### src/rtl/imm_gen_stage.sv
// Decode-stage immediate generator: classifies an RV32 instruction word and emits its sign-extended immediate plus tag.
// One cycle of latency; a two-entry skid buffer keeps in_ready registered so it never depends on out_ready.
module imm_gen_stage #(
  parameter int XLEN  = 32,
  parameter int TAG_W = 32
) (
  input  logic             clk,
  input  logic             rst_n,
  input  logic             in_valid,
  output logic             in_ready,
  input  logic [31:0]      in_inst,
  input  logic [TAG_W-1:0] in_tag,
  output logic             out_valid,
  input  logic             out_ready,
  output logic [XLEN-1:0]  out_imm,
  output logic [2:0]       out_fmt,
  output logic [TAG_W-1:0] out_tag,
  output logic             out_illegal
);

  localparam logic [2:0] FMT_R   = 3'd0;
  localparam logic [2:0] FMT_I   = 3'd1;
  localparam logic [2:0] FMT_S   = 3'd2;
  localparam logic [2:0] FMT_B   = 3'd3;
  localparam logic [2:0] FMT_U   = 3'd4;
  localparam logic [2:0] FMT_J   = 3'd5;
  localparam logic [2:0] FMT_ILL = 3'd7;

  localparam logic [6:0] OP_IMM    = 7'b0010011;
  localparam logic [6:0] OP_LOAD   = 7'b0000011;
  localparam logic [6:0] OP_JALR   = 7'b1100111;
  localparam logic [6:0] OP_SYSTEM = 7'b1110011;
  localparam logic [6:0] OP_STORE  = 7'b0100011;
  localparam logic [6:0] OP_BRANCH = 7'b1100011;
  localparam logic [6:0] OP_LUI    = 7'b0110111;
  localparam logic [6:0] OP_AUIPC  = 7'b0010111;
  localparam logic [6:0] OP_JAL    = 7'b1101111;
  localparam logic [6:0] OP_REG    = 7'b0110011;

  typedef struct packed {
    logic [XLEN-1:0]  imm;
    logic [2:0]       fmt;
    logic [TAG_W-1:0] tag;
  } entry_t;

  // Encoding is {output valid, skid valid}; 2'b01 cannot be reached.
  typedef enum logic [1:0] {
    ST_EMPTY = 2'b00,
    ST_ONE   = 2'b10,
    ST_FULL  = 2'b11
  } state_t;

  if (XLEN != 32 && XLEN != 64) begin : g_bad_xlen
    $error("imm_gen_stage: XLEN must be 32 or 64");
  end
  if (TAG_W < 1) begin : g_bad_tag
    $error("imm_gen_stage: TAG_W must be at least 1");
  end

  logic [6:0]      opcode;
  logic [31:0]     imm32;
  logic [2:0]      dec_fmt;
  logic [XLEN-1:0] imm_ext;
  entry_t          dec_entry;

  assign opcode = in_inst[6:0];

  always_comb begin
    imm32   = '0;
    dec_fmt = FMT_ILL;
    case (opcode)
      OP_IMM, OP_LOAD, OP_JALR, OP_SYSTEM: begin
        dec_fmt = FMT_I;
        imm32   = {{20{in_inst[31]}}, in_inst[31:20]};
      end
      OP_STORE: begin
        dec_fmt = FMT_S;
        imm32   = {{20{in_inst[31]}}, in_inst[31:25], in_inst[11:7]};
      end
      OP_BRANCH: begin
        dec_fmt = FMT_B;
        imm32   = {{19{in_inst[31]}}, in_inst[31], in_inst[7], in_inst[30:25], in_inst[11:8], 1'b0};
      end
      OP_LUI, OP_AUIPC: begin
        dec_fmt = FMT_U;
        imm32   = {in_inst[31:12], 12'b0};
      end
      OP_JAL: begin
        dec_fmt = FMT_J;
        imm32   = {{11{in_inst[31]}}, in_inst[31], in_inst[19:12], in_inst[20], in_inst[30:21], 1'b0};
      end
      OP_REG: begin
        dec_fmt = FMT_R;
        imm32   = '0;
      end
      default: begin
        dec_fmt = FMT_ILL;
        imm32   = '0;
      end
    endcase
  end

  // Every format is already sign-correct at 32 bits, so widening is a plain bit-31 replication.
  if (XLEN > 32) begin : g_wide
    assign imm_ext = {{(XLEN-32){imm32[31]}}, imm32};
  end else begin : g_narrow
    assign imm_ext = imm32[XLEN-1:0];
  end

  always_comb begin
    dec_entry     = '0;
    dec_entry.imm = imm_ext;
    dec_entry.fmt = dec_fmt;
    dec_entry.tag = in_tag;
  end

  state_t state_q;
  state_t state_d;
  entry_t or_q;
  entry_t sk_q;
  logic   acc;
  logic   pop;
  logic   load_or_new;
  logic   load_or_sk;
  logic   load_sk_new;

  assign in_ready  = (state_q != ST_FULL);
  assign out_valid = (state_q != ST_EMPTY);
  assign acc       = in_valid & in_ready;
  assign pop       = out_valid & out_ready;

  always_ff @(posedge clk) begin
    if (!rst_n) begin
      state_q <= ST_EMPTY;
    end else begin
      state_q <= state_d;
    end
  end

  always_comb begin
    state_d = state_q;
    case (state_q)
      ST_EMPTY: if (acc) state_d = ST_ONE;
      ST_ONE: begin
        if (acc && !pop) begin
          state_d = ST_FULL;
        end else if (!acc && pop) begin
          state_d = ST_EMPTY;
        end
      end
      ST_FULL:  if (pop) state_d = ST_ONE;
      default:  state_d = ST_EMPTY;
    endcase
  end

  always_comb begin
    load_or_new = 1'b0;
    load_or_sk  = 1'b0;
    load_sk_new = 1'b0;
    case (state_q)
      ST_EMPTY: load_or_new = acc;
      ST_ONE: begin
        load_or_new = acc & pop;
        load_sk_new = acc & ~pop;
      end
      ST_FULL:  load_or_sk = pop;
      default: ;
    endcase
  end

  // The output register only changes on a pop or when empty, which keeps out_* stable under stall.
  always_ff @(posedge clk) begin
    if (!rst_n) begin
      or_q <= '0;
      sk_q <= '0;
    end else begin
      if (load_or_new) begin
        or_q <= dec_entry;
      end else if (load_or_sk) begin
        or_q <= sk_q;
      end
      if (load_sk_new) begin
        sk_q <= dec_entry;
      end
    end
  end

  assign out_imm     = or_q.imm;
  assign out_fmt     = or_q.fmt;
  assign out_tag     = or_q.tag;
  assign out_illegal = (or_q.fmt == FMT_ILL);

endmodule

### config.mk
export PLATFORM = sky130hd
export DESIGN_NAME = imm_gen_stage
export DESIGN_NICKNAME = d
export VERILOG_FILES = /design/src/rtl/imm_gen_stage.sv
export SDC_FILE = /design/constraint.sdc
export NUM_CORES = 1
export LEC_CHECK = 0
export CAP_MARGIN = 40
export CELL_PAD_IN_SITES_DETAIL_PLACEMENT = 0
export CELL_PAD_IN_SITES_GLOBAL_PLACEMENT = 1
export CORE_MARGIN = 10
export CORE_UTILIZATION = 33
export CTS_CLUSTER_SIZE = 14
export DETAILED_ROUTE_END_ITERATION = 16
export MAX_ROUTING_LAYER = met4
export PLACE_DENSITY_LB_ADDON = 0.1
export SETUP_SLACK_MARGIN = 0.5
export SYNTH_ARGS = -nofsm -noshare
export SYNTH_HDL_FRONTEND = slang
export SYNTH_SLANG_ARGS = --single-unit
### constraint.sdc
create_clock -name clk -period 1.8 [get_ports clk]
set_input_delay 0.36 -clock clk [delete_from_list [all_inputs] [get_ports clk]]
set_output_delay 0.36 -clock clk [all_outputs]
set_load 0.02 [all_outputs]
==> out/summary.json <==
{
  "sta": {
    "period_minus_slack_ns": 1.87,
    "finalHoldWorstSlack_ns": 0.451,
    "timing.clock.skew_ns": 0.0115,
    "worst_slew_margin_rel": 0.592,
    "timing.final.hold_violations": 0,
    "post-route-worst-setup-slack_ns": -0.0713,
    "totalNegativeSetupSlack_ns": -1.32,
    "layout_worst_path_cycle_share": 1.04,
    "max_clock_freq_ghz": 0.534,
    "number_of_setup_violations_in_the_final_report": 47,
    "grt_setup_unrepaired": "yes",
    "tightestPinTransition_ns": 0.611,
    "report.final.slew_viol_count": 0
  },
  "pwr": {
    "power.density_cell_area_nw_per_um2": 1180,
    "share_seq_of_total_power": 0.317,
    "internal_power_mw": 8.23,
    "p_sw_mw": 3.85,
    "report.power.total_mw": 12.1,
    "peakVddDrop_v": 0.000669,
    "p_sw_frac": 0.319,
    "leakage_nw": 4.51,
    "power.share.combinational": 0.369,
    "clock_power_share": 0.314
  },
  "synthesis": {
    "count_of_flip_flops_with_a_built_in_enable_after_synthesis": 0,
    "synthDistinctLibCells": 51,
    "synth.yosys.seq_area_share": 0.444,
    "ys_dominant_reg_cell": "sky130_fd_sc_hd__dfxtp_1",
    "post-synth-top-area-fraction": 0.444,
    "syn_area_per_cell_um2": 7.89,
    "synth-seq-cells": 136,
    "ys.warnings.count": 0,
    "post_synth_instance_area_um2": 6130,
    "synthCells": 777,
    "asyncSetResetFlopFracSynth": 0,
    "syn_nets": 851,
    "synth_top_cell_by_area": "sky130_fd_sc_hd__dfxtp_1",
    "synth.area.top_cells": "sky130_fd_sc_hd__dfxtp_1, sky130_fd_sc_hd__nand2_1, sky130_fd_sc_hd__o211a_1"
  },
  "floorplanning": {
    "std_cell_rows": 49,
    "die_w_um": 156,
    "num_io_pins": 138,
    "chipHeight_um": 156,
    "core_region_area_um2": 18100,
    "initial_core_utilization": 0.339,
    "fp.dieArea_um2": 24400
  },
  "clocking": {
    "total_cts_buffers": 17,
    "tritoncts_num_sinks": 136,
    "clockRootBuffer": "sky130_fd_sc_hd__clkbuf_16",
    "htreeDepth": 4,
    "post_cts_hold_buffer_count": 0,
    "insertion_delay_ns": 0.42,
    "clock_tree.buffer_depth": 2,
    "cts_tree": "yes",
    "clk_pin_slew_worst_paths_ns": 0.07
  },
  "grt": {
    "first_global_vias": 6494,
    "grt-ovfl-total": 0,
    "use_met1": 0.214,
    "first_pass_grt_wire_length_um": 34800,
    "gr-usage-met3": 0.0428,
    "grt_util_met2": 0.304,
    "grt_start_max_net_pins": 52,
    "grt_usage": 0.183,
    "antenna_found_initial": 0,
    "grt_most_used_layer": "met2"
  },
  "drt": {
    "route.detailed.wl_per_inst_um": 19.2,
    "post_drt_via_cell_ratio": 5.32,
    "dr.pass1.iters": 5,
    "drt_first_iter_violations": 344,
    "route.detailed.drc": 0,
    "dr_total_vias": 6510,
    "post_route_wl_um": 23600,
    "final_antenna_net_count": 0
  },
  "placed_design": {
    "post-dp-hpwl_um": 14100,
    "io_buffer_count": 137,
    "placement_stage_cell_area_um2": 8360,
    "gp_congestion": 0.852,
    "dp_cells": 1148
  },
  "finish": {
    "final_nets": 1058,
    "most_frequent_standard_cell_in_the_layout_excluding_fill_and_tap_cells": "sky130_fd_sc_hd__nand2_1",
    "stdcell_count": 1224,
    "synthToLayoutAreaGrowth_pct": 66.5,
    "antenna_cells": 0,
    "finalInstanceArea_um2": 10200,
    "layout-drive-gt1-share": 0.379,
    "commonest_cells_after_routing_fill_and_taps_aside": "sky130_fd_sc_hd__nand2_1, sky130_fd_sc_hd__dfxtp_1, sky130_fd_sc_hd__buf_4"
  },
  "critical_path": {
    "timing.critical_path.required_ns": 2.09,
    "crit_end": "sk_q[62]",
    "max_stage_delay_ns": 0.38,
    "r2r_start": "state_q[1]",
    "critical_path_startpoint": "state_q[1]",
    "critical_path_fanout_max": 8,
    "rrSetupSlack_ns": -0.07,
    "crit_path_end_kind": "register",
    "critical_path_cell_count": 12,
    "timing.setup.critical_path_class": "reg -> reg",
    "timing.critical_path.from_type": "register",
    "timing.critical_path.slowest_stage_cell": "sky130_fd_sc_hd__dfxtp_4",
    "path_cells": "inv_4 -> ha_4 -> inv_4 -> nand2_4 -> buf_4 -> ha_2 -> and2_4 -> buf_12 -> buf_4 -> buf_12 -> o21ai_2 -> a31oi_1",
    "worst_ep_arrival_time_ns": 2.16,
    "critical_path.n_buffers_inverters": 6,
    "timing.rr.end": "sk_q[62]",
    "critPathTopFamily": "buffers and inverters",
    "timing.reg2reg.worst_path_depth": 12
  },
  "status": {
    "run_status": "finished, violations left",
    "violated_checks": "setup timing"
  },
  "hold_path": {
    "hold_class": "in -> reg"
  },
  "run": {
    "timing.max_cap.violations": 0
  }
}
routing by layer:
layer	part of all wire	up-vias
met3	0.053	22
met1	0.44	3195
li1	-	3108
met5	0	-
met2	0.49	185
met4	0.015	0
registers in the layout (all words and copies together), names as in the netlist:
signal   count
sk_q        67
out_imm     32
out_tag     32
out_fmt      3
state_q      2
cells in the mapped netlist, drive strengths merged (2+ instances only):
library cell and n:
o31ai 6, inv 7, a21boi 34, nand3 69, o32ai 7, and3 5
and3b 2, nand2b 2, a31oi 33, xor2 2, and2 2, nor3 3
mux2i 9, a21oi 23, nor2b 3, o21a 2, a22oi 2, nor2 18
nand2 254, or2 2, dfxtp 136, clkbuf 33, o21ai 35, ha 6
o211a 37, buf 33
repair_timing:
item                                    in CTS  in global routing
setup buffers                               17                 13
pin swaps                                   13                 16
resized for setup                          430                150
endpoints found under the setup margin     206                190
cloned                                       8                  8
worst min path at each step:
stage | cells after the start | end | start
3_5_place_dp | 2 | sk_q[25] | sk_q[25]
5_1_grt | 3 | out_imm[22] | rst_n
2_1_floorplan | 2 | sk_q[46] | sk_q[46]
4_1_cts | 3 | out_imm[20] | rst_n
6_report | 3 | out_imm[25] | rst_n
3_3_place_gp | 2 | sk_q[9] | sk_q[9]
power groups by stage:
stage / sequential, mW / clock (mW) / combinational [mW]
2_1_floorplan: 4.13 / 0 / 1.65
3_3_place_gp: 3.82 / 0 / 3.29
3_5_place_dp: 3.84 / 0 / 3.37
4_1_cts: 3.79 / 3.86 / 4.00
5_1_grt: 3.89 / 3.97 / 4.78
6_report: 3.84 / 3.79 / 4.46
worst register-to-register path, stage by stage, from the launching register on:
cell and delay, ns:
sky130_fd_sc_hd__dfxtp_4 0.38, sky130_fd_sc_hd__inv_4 0.05, sky130_fd_sc_hd__ha_4 0.16, sky130_fd_sc_hd__inv_4 0.06, sky130_fd_sc_hd__nand2_4 0.04, sky130_fd_sc_hd__buf_4 0.13
sky130_fd_sc_hd__ha_2 0.18, sky130_fd_sc_hd__and2_4 0.16, sky130_fd_sc_hd__buf_12 0.14, sky130_fd_sc_hd__buf_4 0.15, sky130_fd_sc_hd__buf_12 0.13, sky130_fd_sc_hd__o21ai_2 0.11
sky130_fd_sc_hd__a31oi_1 0.06
cells by family (layout without fill, tap and decap cells):
logic type               after synthesis  after routing  share of synthesized area
AO/OA/AOI/OAI                        186            186                      0.219
XOR/XNOR                               2              2                    0.00286
adder cells (fa/ha/maj)                6              6                     0.0123
buffers and inverters                 73            291                     0.0525
flip-flops                           136            136                      0.444
multiplexers                           9              9                     0.0147
AND/OR/NAND/NOR                      365            365                      0.255
metrics by stage:
stage / util / setup slack, ns
6_report: 0.564 / -0.0713
5_1_grt: 0.564 / -0.128
4_1_cts: 0.525 / -0.0362
3_5_place_dp: 0.462 / -0.580
3_3_place_gp: 0.462 / -0.503
2_1_floorplan: - / 0.129
layout make-up:
type | count | area, um^2
multi-input combinational | 568 | 3710
fill | 1608 | 7890
clock inverter | 12 | 203
timing repair buffer | 254 | 2770
inverter | 7 | 36.3
clock buffer | 18 | 429
sequential | 136 | 2770
tap | 229 | 287
(Power assumes the default switching activity.)
